--- src/rtl/mac_pkg.sv ---
// ---------------------------------------------------------------------------
// mac_pkg
// Shared definitions for the MAC result collector slice.
//   MAC_RES_W  : width of the MAC running result (low byte of the frame sum)
//   DEF_TERMS  : default number of MAC beats per dot-product frame
//   DEF_EXT_W  : default width of the extended frame sum
//   col_state_t: collector FSM state encoding (ACC=0, CLR=1)
//   entry_w()  : width of one FIFO entry, laid out as {ovf, sum[EXT_W-1:0]}
// ---------------------------------------------------------------------------
package mac_pkg;

    localparam int MAC_RES_W = 8;
    localparam int DEF_TERMS = 4;
    localparam int DEF_EXT_W = 16;

    typedef enum logic {
        ACC = 1'b0,
        CLR = 1'b1
    } col_state_t;

    // A FIFO entry carries the sticky overflow flag in its MSB, directly above
    // the extended sum, so the entry is simply {ovf, sum}.
    function automatic int entry_w(input int ext_w);
        return ext_w + 1;
    endfunction

endpackage

--- src/rtl/mac_sum_fifo.sv ---
// ---------------------------------------------------------------------------
// mac_sum_fifo
// Two-entry valid/ready FIFO for finished frame entries {ovf, sum}.
// The head entry is a register that drives dout directly, so the consumer
// sees stable data while it stalls, and dout keeps its last value once the
// FIFO drains.
// Ports:
//   clk, rst   : clock and asynchronous active-high reset
//   push, din  : write request and entry; a push while full is only taken
//                when the head is popped in the same cycle
//   full       : both entries occupied
//   out_valid  : head entry is valid
//   out_ready  : consumer takes the head on out_valid & out_ready
//   dout       : head entry
// ---------------------------------------------------------------------------
module mac_sum_fifo #(
    parameter int W = 17
) (
    input  logic         clk,
    input  logic         rst,
    input  logic         push,
    input  logic [W-1:0] din,
    output logic         full,
    output logic         out_valid,
    input  logic         out_ready,
    output logic [W-1:0] dout
);

    logic [W-1:0] head_q;
    logic [W-1:0] tail_q;
    logic         head_vld;
    logic         tail_vld;
    logic         pop;
    logic         push_ok;

    assign full      = head_vld & tail_vld;
    assign out_valid = head_vld;
    assign dout      = head_q;
    assign pop       = head_vld & out_ready;
    assign push_ok   = push & (~full | pop);

    // The tail only ever holds data while the head is valid, so a pop
    // refills the head from the tail first, then from a same-cycle push.
    // With nothing to refill, the head just goes invalid and its data is
    // held.
    always_ff @(posedge clk or posedge rst) begin
        if (rst) begin
            head_q   <= '0;
            tail_q   <= '0;
            head_vld <= 1'b0;
            tail_vld <= 1'b0;
        end else if (pop) begin
            if (tail_vld) begin
                head_q <= tail_q;
                if (push_ok) begin
                    tail_q <= din;
                end else begin
                    tail_vld <= 1'b0;
                end
            end else if (push_ok) begin
                head_q <= din;
            end else begin
                head_vld <= 1'b0;
            end
        end else if (push_ok) begin
            if (!head_vld) begin
                head_q   <= din;
                head_vld <= 1'b1;
            end else begin
                tail_q   <= din;
                tail_vld <= 1'b1;
            end
        end
    end

endmodule

--- src/rtl/mac_result_collector.sv ---
// ---------------------------------------------------------------------------
// mac_result_collector
// Downstream stage of the array-multiplier / Kogge-Stone MAC. It counts the
// MAC's carry-outs over a frame of TERMS beats to extend the 8-bit running
// result to EXT_W bits, queues the finished frame sum in a 2-entry FIFO and
// then pulses mac_clr so the MAC starts the next frame from zero.
// Ports:
//   clk, rst    : clock and asynchronous active-high reset
//   in_valid    : MAC produced a new accumulation this cycle
//   in_ready    : a beat is taken on in_valid & in_ready
//   mac_result  : MAC running result after this beat
//   mac_cout    : this beat's accumulation carried out of bit 7
//   mac_clr     : one-cycle pulse clearing the MAC accumulator
//   out_valid   : FIFO head is valid
//   out_ready   : consumer takes the head on out_valid & out_ready
//   out_sum     : extended frame sum {carry count, mac_result}
//   out_ovf     : the carry counter saturated during this frame
// ---------------------------------------------------------------------------
module mac_result_collector
    import mac_pkg::*;
#(
    parameter int TERMS = DEF_TERMS,
    parameter int EXT_W = DEF_EXT_W
) (
    input  logic                 clk,
    input  logic                 rst,
    input  logic                 in_valid,
    output logic                 in_ready,
    input  logic [MAC_RES_W-1:0] mac_result,
    input  logic                 mac_cout,
    output logic                 mac_clr,
    output logic                 out_valid,
    input  logic                 out_ready,
    output logic [EXT_W-1:0]     out_sum,
    output logic                 out_ovf
);

    localparam int              HI_W      = EXT_W - MAC_RES_W;
    localparam int              ENTRY_W   = entry_w(EXT_W);
    localparam logic [HI_W-1:0] HI_MAX    = {HI_W{1'b1}};
    localparam logic [7:0]      LAST_BEAT = 8'(TERMS - 1);

    col_state_t         state;
    col_state_t         state_nxt;
    logic [7:0]         beat_cnt;
    logic [HI_W-1:0]    hi_cnt;
    logic               ovf;
    logic [EXT_W-1:0]   pend_sum;
    logic               pend_ovf;

    logic               take;
    logic               last_beat;
    logic               hi_sat;
    logic               bump;
    logic               over;
    logic               fifo_full;
    logic               fifo_push;
    logic [ENTRY_W-1:0] fifo_din;
    logic [ENTRY_W-1:0] fifo_dout;

    // A carry bumps the counter unless it is already saturated; a carry
    // arriving at saturation is what marks the frame as overflowed.
    assign last_beat = (beat_cnt == LAST_BEAT);
    assign hi_sat    = (hi_cnt == HI_MAX);
    assign bump      = mac_cout & ~hi_sat;
    assign over      = mac_cout & hi_sat;

    // Only the closing beat of a frame waits for FIFO space, so mid-frame
    // beats always flow and a finished frame is never dropped.
    assign in_ready  = (state == ACC) & ~(last_beat & fifo_full);
    assign take      = in_valid & in_ready;

    // State register.
    always_ff @(posedge clk or posedge rst) begin
        if (rst) begin
            state <= ACC;
        end else begin
            state <= state_nxt;
        end
    end

    // Next-state and MAC clear: CLR lasts exactly one cycle after the
    // closing beat of every frame.
    always_comb begin
        state_nxt = state;
        mac_clr   = 1'b0;
        case (state)
            ACC: begin
                if (take && last_beat) begin
                    state_nxt = CLR;
                end
            end
            CLR: begin
                mac_clr   = 1'b1;
                state_nxt = ACC;
            end
            default: begin
                state_nxt = ACC;
            end
        endcase
    end

    // Beat and carry counting. The closing beat folds its own carry into
    // the captured entry and resets the counters for the next frame; the
    // captured entry is pushed during the CLR cycle that follows.
    always_ff @(posedge clk or posedge rst) begin
        if (rst) begin
            beat_cnt <= '0;
            hi_cnt   <= '0;
            ovf      <= 1'b0;
            pend_sum <= '0;
            pend_ovf <= 1'b0;
        end else if (take) begin
            if (last_beat) begin
                pend_sum <= {hi_cnt + HI_W'(bump), mac_result};
                pend_ovf <= ovf | over;
                beat_cnt <= '0;
                hi_cnt   <= '0;
                ovf      <= 1'b0;
            end else begin
                beat_cnt <= beat_cnt + 8'd1;
                hi_cnt   <= hi_cnt + HI_W'(bump);
                if (over) begin
                    ovf <= 1'b1;
                end
            end
        end
    end

    assign fifo_push = (state == CLR);
    assign fifo_din  = {pend_ovf, pend_sum};

    mac_sum_fifo #(
        .W (ENTRY_W)
    ) u_fifo (
        .clk       (clk),
        .rst       (rst),
        .push      (fifo_push),
        .din       (fifo_din),
        .full      (fifo_full),
        .out_valid (out_valid),
        .out_ready (out_ready),
        .dout      (fifo_dout)
    );

    assign out_ovf = fifo_dout[EXT_W];
    assign out_sum = fifo_dout[EXT_W-1:0];

endmodule

--- config.mk ---
export PLATFORM = sky130hd
export DESIGN_NAME = mac_result_collector
export DESIGN_NICKNAME = d
export VERILOG_FILES = /design/src/rtl/mac_pkg.sv /design/src/rtl/mac_sum_fifo.sv /design/src/rtl/mac_result_collector.sv
export SDC_FILE = /design/constraint.sdc
export NUM_CORES = 1
export LEC_CHECK = 0
export BUFFER_PORTS_ARGS = -buffer_cell sky130_fd_sc_hd__buf_2
export CAP_MARGIN = 40
export CORE_MARGIN = 10
export CORE_UTILIZATION = 35
export CTS_BUF_LIST = sky130_fd_sc_hd__clkbuf_8
export CTS_CLUSTER_SIZE = 10
export DETAILED_ROUTE_END_ITERATION = 10
export GPL_TIMING_DRIVEN = 0
export PLACE_DENSITY_LB_ADDON = 0.05
export SETUP_SLACK_MARGIN = 0.15
export SYNTH_ARGS = -nofsm -noshare
export SYNTH_HDL_FRONTEND = slang
export SYNTH_SLANG_ARGS = --single-unit
--- constraint.sdc ---
create_clock -name clk -period 2.1 [get_ports clk]
set_input_delay 0.105 -clock clk [delete_from_list [all_inputs] [get_ports clk]]
set_output_delay 0.105 -clock clk [all_outputs]
set_load 0.01 [all_outputs]
==> flow_metrics.env, run 1 <==
export IMPL_arrival_ns=1.76
export IMPL_drcViolationCount=0
export IMPL_overflow=0
export IMPL_fmax_ghz=0.5366
export IMPL_clkTransAtPathRegs_ns=0.08
export IMPL_total_leakage_power_nw=1.980
export IMPL_cp_max_fo=4
export IMPL_cts_root_buffer="clkbuf_8"
export IMPL_hold_viol=0
export IMPL_syn_to_final_growth_pct=26.14
export IMPL_core_area_sq_um=8763
export IMPL_wl_per_cell_um=15.32
export IMPL_antenna_found_initial=0
export IMPL_gp_congestion=0.7548
export IMPL_cts_tree="yes"
export IMPL_worst_ep_required_time_ns=2.00
export IMPL_hpwl_um=4573
export IMPL_vias=2177
export IMPL_wl_um=6816
export IMPL_n_antenna_cell=0
export IMPL_routed_via_density=4.892
export IMPL_gr_usage_all_layers_pct=10.68
export IMPL_die_h_um=115.0
export IMPL_drt_pass1_iter_count=4
export IMPL_slew_violations=0
export IMPL_syn_area_sq_um=3159
export IMPL_cts_max_path_buffers=2
export IMPL_dp_cells=409
export IMPL_fin_crit_ns=1.864
export IMPL_worstMarginPinSlew_ns=0.8302
export IMPL_powerDensity_nw_per_um2=1159
export IMPL_synth_area_per_cell_sq_um=11.74
export IMPL_cap_violations=0
export IMPL_pre_cts_ws_ns=-0.05822
export IMPL_ys_ff_latch=71
export IMPL_fin_tns_setup_ns=0
export IMPL_grt_max_degree=63
export IMPL_hold_path_class="in2reg"
export IMPL_period_share_pct=88.74
export IMPL_final_cell_area_sq_um=3985
export IMPL_num_rows=34
export IMPL_grt_pass1_wl_um=11330
export IMPL_grt_pass1_vias=2190
export IMPL_clock_sinks=71
export IMPL_fp_dieArea_sq_um=13230
export IMPL_drive_above_1_share_pct=32.34
export IMPL_crit_path_end_kind="primary output"
export IMPL_hold_slack_ns=0.08938
export IMPL_setup_ws_ns=0.2364
export IMPL_die_w_um=115.0
export IMPL_setup_violations=0
export IMPL_start_kind="register"
export IMPL_instances_no_fill=445
export IMPL_htreeDepth=3
export IMPL_io_buffers=31
export IMPL_peakVddDrop_mv=0.6034
export IMPL_yosys_warnings=0
export IMPL_clock_latency_ns=0.35
export IMPL_synth_nets=285
export IMPL_grt_setup_unrepaired="no"
export IMPL_initial_core_util_pct=36.05
export IMPL_drtIter0Drc=69
export IMPL_netlist_instances=269
export IMPL_worst_setup_path_type="reg2out"
export IMPL_max_slew_margin_rel_pct=44.65
export IMPL_power_mw=4.619
export IMPL_skew_ns=0.01334
export IMPL_post_route_util_pct=45.47
export IMPL_status="finished clean"
export IMPL_ios=33
export IMPL_yosysSeqAreaShare_pct=56.24
export IMPL_placed_cell_area_sq_um=3480
export IMPL_cts_buffers=9
export IMPL_nNetsFinal=348
export IMPL_postRouteAntennaNets=0
export IMPL_ys_types=36
## area by class of cell
class                           count  area (sq um)
Buffer                             14         73.82
Clock buffer                       10         137.6
Clock inverter                      6         116.4
Fill cell                         842          4778
Inverter                            4         17.52
Multi-Input combinational cell    180          1360
Sequential cell                    71          1777
Tap cell                          108         135.1
Timing Repair Buffer               52         367.9
## synth_stat cells, drive strengths merged
master / number / area (sq um)
a21o: 8 / 61.31
o22ai: 1 / 6.260
nor3: 6 / 30.03
mux2i: 18 / 180.2
nand2: 31 / 118.9
clkbuf: 8 / 30.03
a22o: 4 / 35.03
xnor2: 8 / 70.07
nor4: 2 / 12.51
o21ai: 30 / 161.4
nor4b: 1 / 15.01
nor2b: 2 / 12.51
a21oi: 6 / 30.03
or3: 1 / 11.26
and2: 1 / 6.260
a221o: 1 / 10.01
and3: 2 / 12.51
ha: 3 / 37.54
xor2: 3 / 26.28
buf: 6 / 36.28
or4b: 1 / 13.76
nand2b: 2 / 12.51
mux2: 27 / 304.0
o21bai: 3 / 22.52
o31ai: 1 / 21.27
inv: 4 / 15.01
nor2: 7 / 26.28
nand4: 7 / 43.79
nand3: 4 / 20.02
dfrtp: 71 / 1777
## state kept, by name (all words and copies together), names as in the netlist
name and flops:
u_fifo.dout 17, u_fifo.tail_q 17, pend_sum 16, beat_cnt 8, hi_cnt 8, fifo_push 1
ovf 1, pend_ovf 1, u_fifo.out_valid 1, u_fifo.tail_vld 1
## worst paths after layout
kind                           startpoint           endpoint  slack [ns]  cells past startpoint
max                           beat_cnt[0]           in_ready        0.24                      5
min                              mac_cout                ovf        0.09                      3
max in group asynchronous             rst  u_fifo.tail_q[14]        1.34                      4
max reg2reg                   beat_cnt[0]          hi_cnt[5]        0.25                      6
min reg2reg                u_fifo.dout[2]     u_fifo.dout[2]        0.48                      2
min in group asynchronous             rst          hi_cnt[2]        0.22                      3
## placed cells by master, fill, tap and decap left out, types with 2 or more instances in the layout
cell type      instances
a21o_1                 7
a21oi_1                6
a22o_1                 4
and3_1                 2
buf_2                 36
buf_4                 10
bufinv_16              3
clkbuf_1               4
clkbuf_2               3
clkbuf_8              10
clkinv_4               2
dfrtp_1               71
dlygate4sd3_1          9
ha_4                   2
inv_1                  3
mux2_1                 5
mux2_2                22
mux2i_1               18
nand2_1               30
nand2b_1               2
nand3_1                2
nand3_2                2
nand4_1                7
nor2_1                 3
nor2_2                 3
nor2b_1                2
nor3_1                 6
nor4_1                 2
o21ai_0               24
o21ai_1                5
o21bai_1               3
xnor2_1                8
xor2_1                 3
## kinds of logic (layout without fill, tap and decap cells)
family / Yosys count / count (layout) / share of synthesized area (%)
compound gates: 54 / 54 / 11.01
flops: 71 / 71 / 56.24
fa+ha+maj: 3 / 3 / 1.188
mux: 45 / 45 / 15.33
buf+inv: 18 / 86 / 2.574
xor+xnor: 11 / 11 / 3.050
simple gates: 67 / 67 / 10.61
## critical path: stages, from the launching register on
cell and delay, ns:
dfrtp_1 0.41, ha_4 0.16, or4b_4 0.52, nor2_4 0.11, a21oi_1 0.07, buf_2 0.15
## layer usage
layer	vias up	wire length, um	global-route usage, %
li1	1076	-	-
met1	1066	3262	13.34
met5	-	0	0
met3	6	290	3.750
met4	0	80	2.970
met2	29	3183	17.12
## power breakdown
group | internal [mW] | total, mW | switching, mW
registers | 1.69 | 1.95 | 0.259
logic | 0.618 | 1.29 | 0.672
clock network | 0.830 | 1.37 | 0.545
total | 3.14 | 4.62 | 1.48
## what timing repair did
action,CTS,global route
hold endpoints to repair,79,0
setup buffers,6,5
setup endpoints to repair,42,23
pin swaps,2,3
hold buffers,9,0
gates resized for setup,7,16
No activity file was read; power rests on OpenSTA's default activity.
==> run 2, diff against run 1 <==
--- a/config.mk
+++ b/config.mk
@@ -9,12 +9,13 @@
 export CAP_MARGIN = 40
 export CORE_MARGIN = 10
 export CORE_UTILIZATION = 35
-export CTS_BUF_LIST = sky130_fd_sc_hd__clkbuf_8
+export CTS_BUF_LIST = sky130_fd_sc_hd__clkbuf_16
 export CTS_CLUSTER_SIZE = 10
 export DETAILED_ROUTE_END_ITERATION = 10
 export GPL_TIMING_DRIVEN = 0
 export PLACE_DENSITY_LB_ADDON = 0.05
 export SETUP_SLACK_MARGIN = 0.15
+export SLEW_MARGIN = 20
 export SYNTH_ARGS = -nofsm -noshare
 export SYNTH_HDL_FRONTEND = slang
 export SYNTH_SLANG_ARGS = --single-unit
==> flow_metrics.env, run 2 (synthesis gave the netlist of run 1 again) <==
export IMPL_wl_per_cell_um=15.49
export IMPL_combPwrFrac_pct=25.2
export IMPL_grt_max_degree=54
export IMPL_fp_dieArea_sq_um=13230
export IMPL_critPathBufInv=0
export IMPL_seq_power_share_pct=39.3
export IMPL_critical_path_max_stage_delay_ns=0.52
export IMPL_dp_cells=409
export IMPL_hp_start="mac_result[5]"
export IMPL_n_antenna_cell=0
export IMPL_cp_max_fo=10
export IMPL_peakVddDrop_mv=0.5613
export IMPL_skew_ns=0.009634
export IMPL_gr_usage_all_layers_pct=10.66
export IMPL_setup_violations=0
export IMPL_clkTransAtPathRegs_ns=0.06
export IMPL_grt_pass1_wl_um=11280
export IMPL_cap_violations=0
export IMPL_drcViolationCount=0
export IMPL_overflow=0
export IMPL_status="finished clean"
export IMPL_power_frac_clock_pct=35.4
export IMPL_fmax_ghz=0.5291
export IMPL_nNetsFinal=343
export IMPL_total_leakage_power_nw=1.993
export IMPL_vias=2181
export IMPL_crit_path_top_delay_cell="or4b_4"
export IMPL_p_int_mw=3.449
export IMPL_hold_viol=0
export IMPL_wl_um=6816
export IMPL_instances_no_fill=440
export IMPL_cts_max_path_buffers=2
export IMPL_crit_path_end_kind="register"
export IMPL_die_w_um=115.0
export IMPL_gp_congestion=0.7548
export IMPL_cts_root_buffer="clkbuf_16"
export IMPL_routed_via_density=4.957
export IMPL_max_slew_margin_rel_pct=69.93
export IMPL_start_kind="register"
export IMPL_grt_setup_unrepaired="no"
export IMPL_clock_latency_ns=0.33
export IMPL_core_area_sq_um=8763
export IMPL_drtIter0Drc=63
export IMPL_critPathLaunch="beat_cnt[1]"
export IMPL_num_rows=34
export IMPL_hold_path_class="in2reg"
export IMPL_slew_violations=0
export IMPL_htreeDepth=3
export IMPL_antenna_found_initial=0
export IMPL_postRouteAntennaNets=0
export IMPL_fin_tns_setup_ns=0
export IMPL_crit_path_cell_trace="ha_4 > or4b_4 > o21ai_4 > nor2_1 > a221o_1"
export IMPL_final_cell_mix="71 x dfrtp_1, 36 x buf_2, 29 x nand2_1, 25 x o21ai_0, 22 x mux2_2"
export IMPL_period_share_pct=90.00
export IMPL_p_sw_share_pct=30.68
export IMPL_arrival_ns=2.10
export IMPL_cts_tree="yes"
export IMPL_cts_buffers=9
export IMPL_worstMarginPinSlew_ns=0.4510
export IMPL_drt_pass1_iter_count=4
export IMPL_hpwl_um=4636
export IMPL_clock_sinks=71
export IMPL_r2r_start="beat_cnt[1]"
export IMPL_io_buffers=31
export IMPL_ios=33
export IMPL_syn_to_final_growth_pct=27.33
export IMPL_drive_above_1_share_pct=31.02
export IMPL_cp_top_family="simple AND/OR/NAND/NOR gates"
export IMPL_fin_crit_ns=1.890
export IMPL_die_h_um=115.0
export IMPL_layout_commonest_cell="dfrtp_1"
export IMPL_grt_pass1_vias=2215
export IMPL_worst_setup_path_type="reg2reg"
export IMPL_initial_core_util_pct=36.05
export IMPL_powerDensity_nw_per_um2=1237
export IMPL_worst_ep_required_time_ns=2.31
export IMPL_p_sw_mw=1.527
run 2: metrics by stage:
step	hold WS [ns]	total power, mW	util (%)	cell area [sq um]	setup slack [ns]
finish	0.02048	4.976	45.90	4023	0.2100
global route	0.01397	5.290	45.90	4023	0.1485
CTS	0.01205	4.985	45.13	3955	0.1406
global placement	0.3171	3.106	39.36	3450	-0.8838
floorplan	0.2367	2.740	-	3159	0.1984
detailed placement	0.08478	3.140	39.71	3480	-0.03785
run 2: final cells by class:
cell class                      count  area [sq um]
Buffer                             14         72.57
Clock buffer                        9         225.2
Clock inverter                      7         120.1
Fill cell                         836          4741
Inverter                            4         17.52
Multi-Input combinational cell    180          1360
Sequential cell                    71          1777
Tap cell                          108         135.1
Timing Repair Buffer               47         315.3
run 2: routing by layer:
layer | track usage (%) | vias to the layer above | share of wire (%)
met1 | 13.01 | 1072 | 47
met2 | 17.08 | 29 | 47
met5 | 0 | - | 0
met3 | 3.073 | 11 | 4.0
met4 | 4.785 | 0 | 1.7
li1 | - | 1069 | -
run 2: final timing paths:
check | slack, ns | endpoint | depth (start not counted)
worst max-delay path | 0.21 | beat_cnt[7] | 5
worst min-delay path | 0.02 | pend_sum[5] | 2
worst max register to register | 0.21 | beat_cnt[7] | 5
worst min register to register | 0.47 | u_fifo.dout[2] | 2
max in group asynchronous | 1.26 | u_fifo.tail_q[14] | 4
min in group asynchronous | 0.29 | u_fifo.dout[5] | 3
run 2: power by group through the flow:
stage	logic (mW)	clock network [mW]	registers, mW
4_1_cts	1.24	1.80	1.94
5_1_grt	1.43	1.86	2.01
6_report	1.26	1.76	1.96
3_5_place_dp	1.16	0	1.98
3_3_place_gp	1.13	0	1.98
2_1_floorplan	0.773	0	1.97
run 2: repair_timing:
item | 4_1_cts | 5_1_grt
hold endpoints to repair | 25 | 0
pin swaps | 1 | 4
gates resized for setup | 7 | 13
hold buffers | 8 | 0
setup endpoints to repair | 42 | 22
buffers inserted | 4 | 2
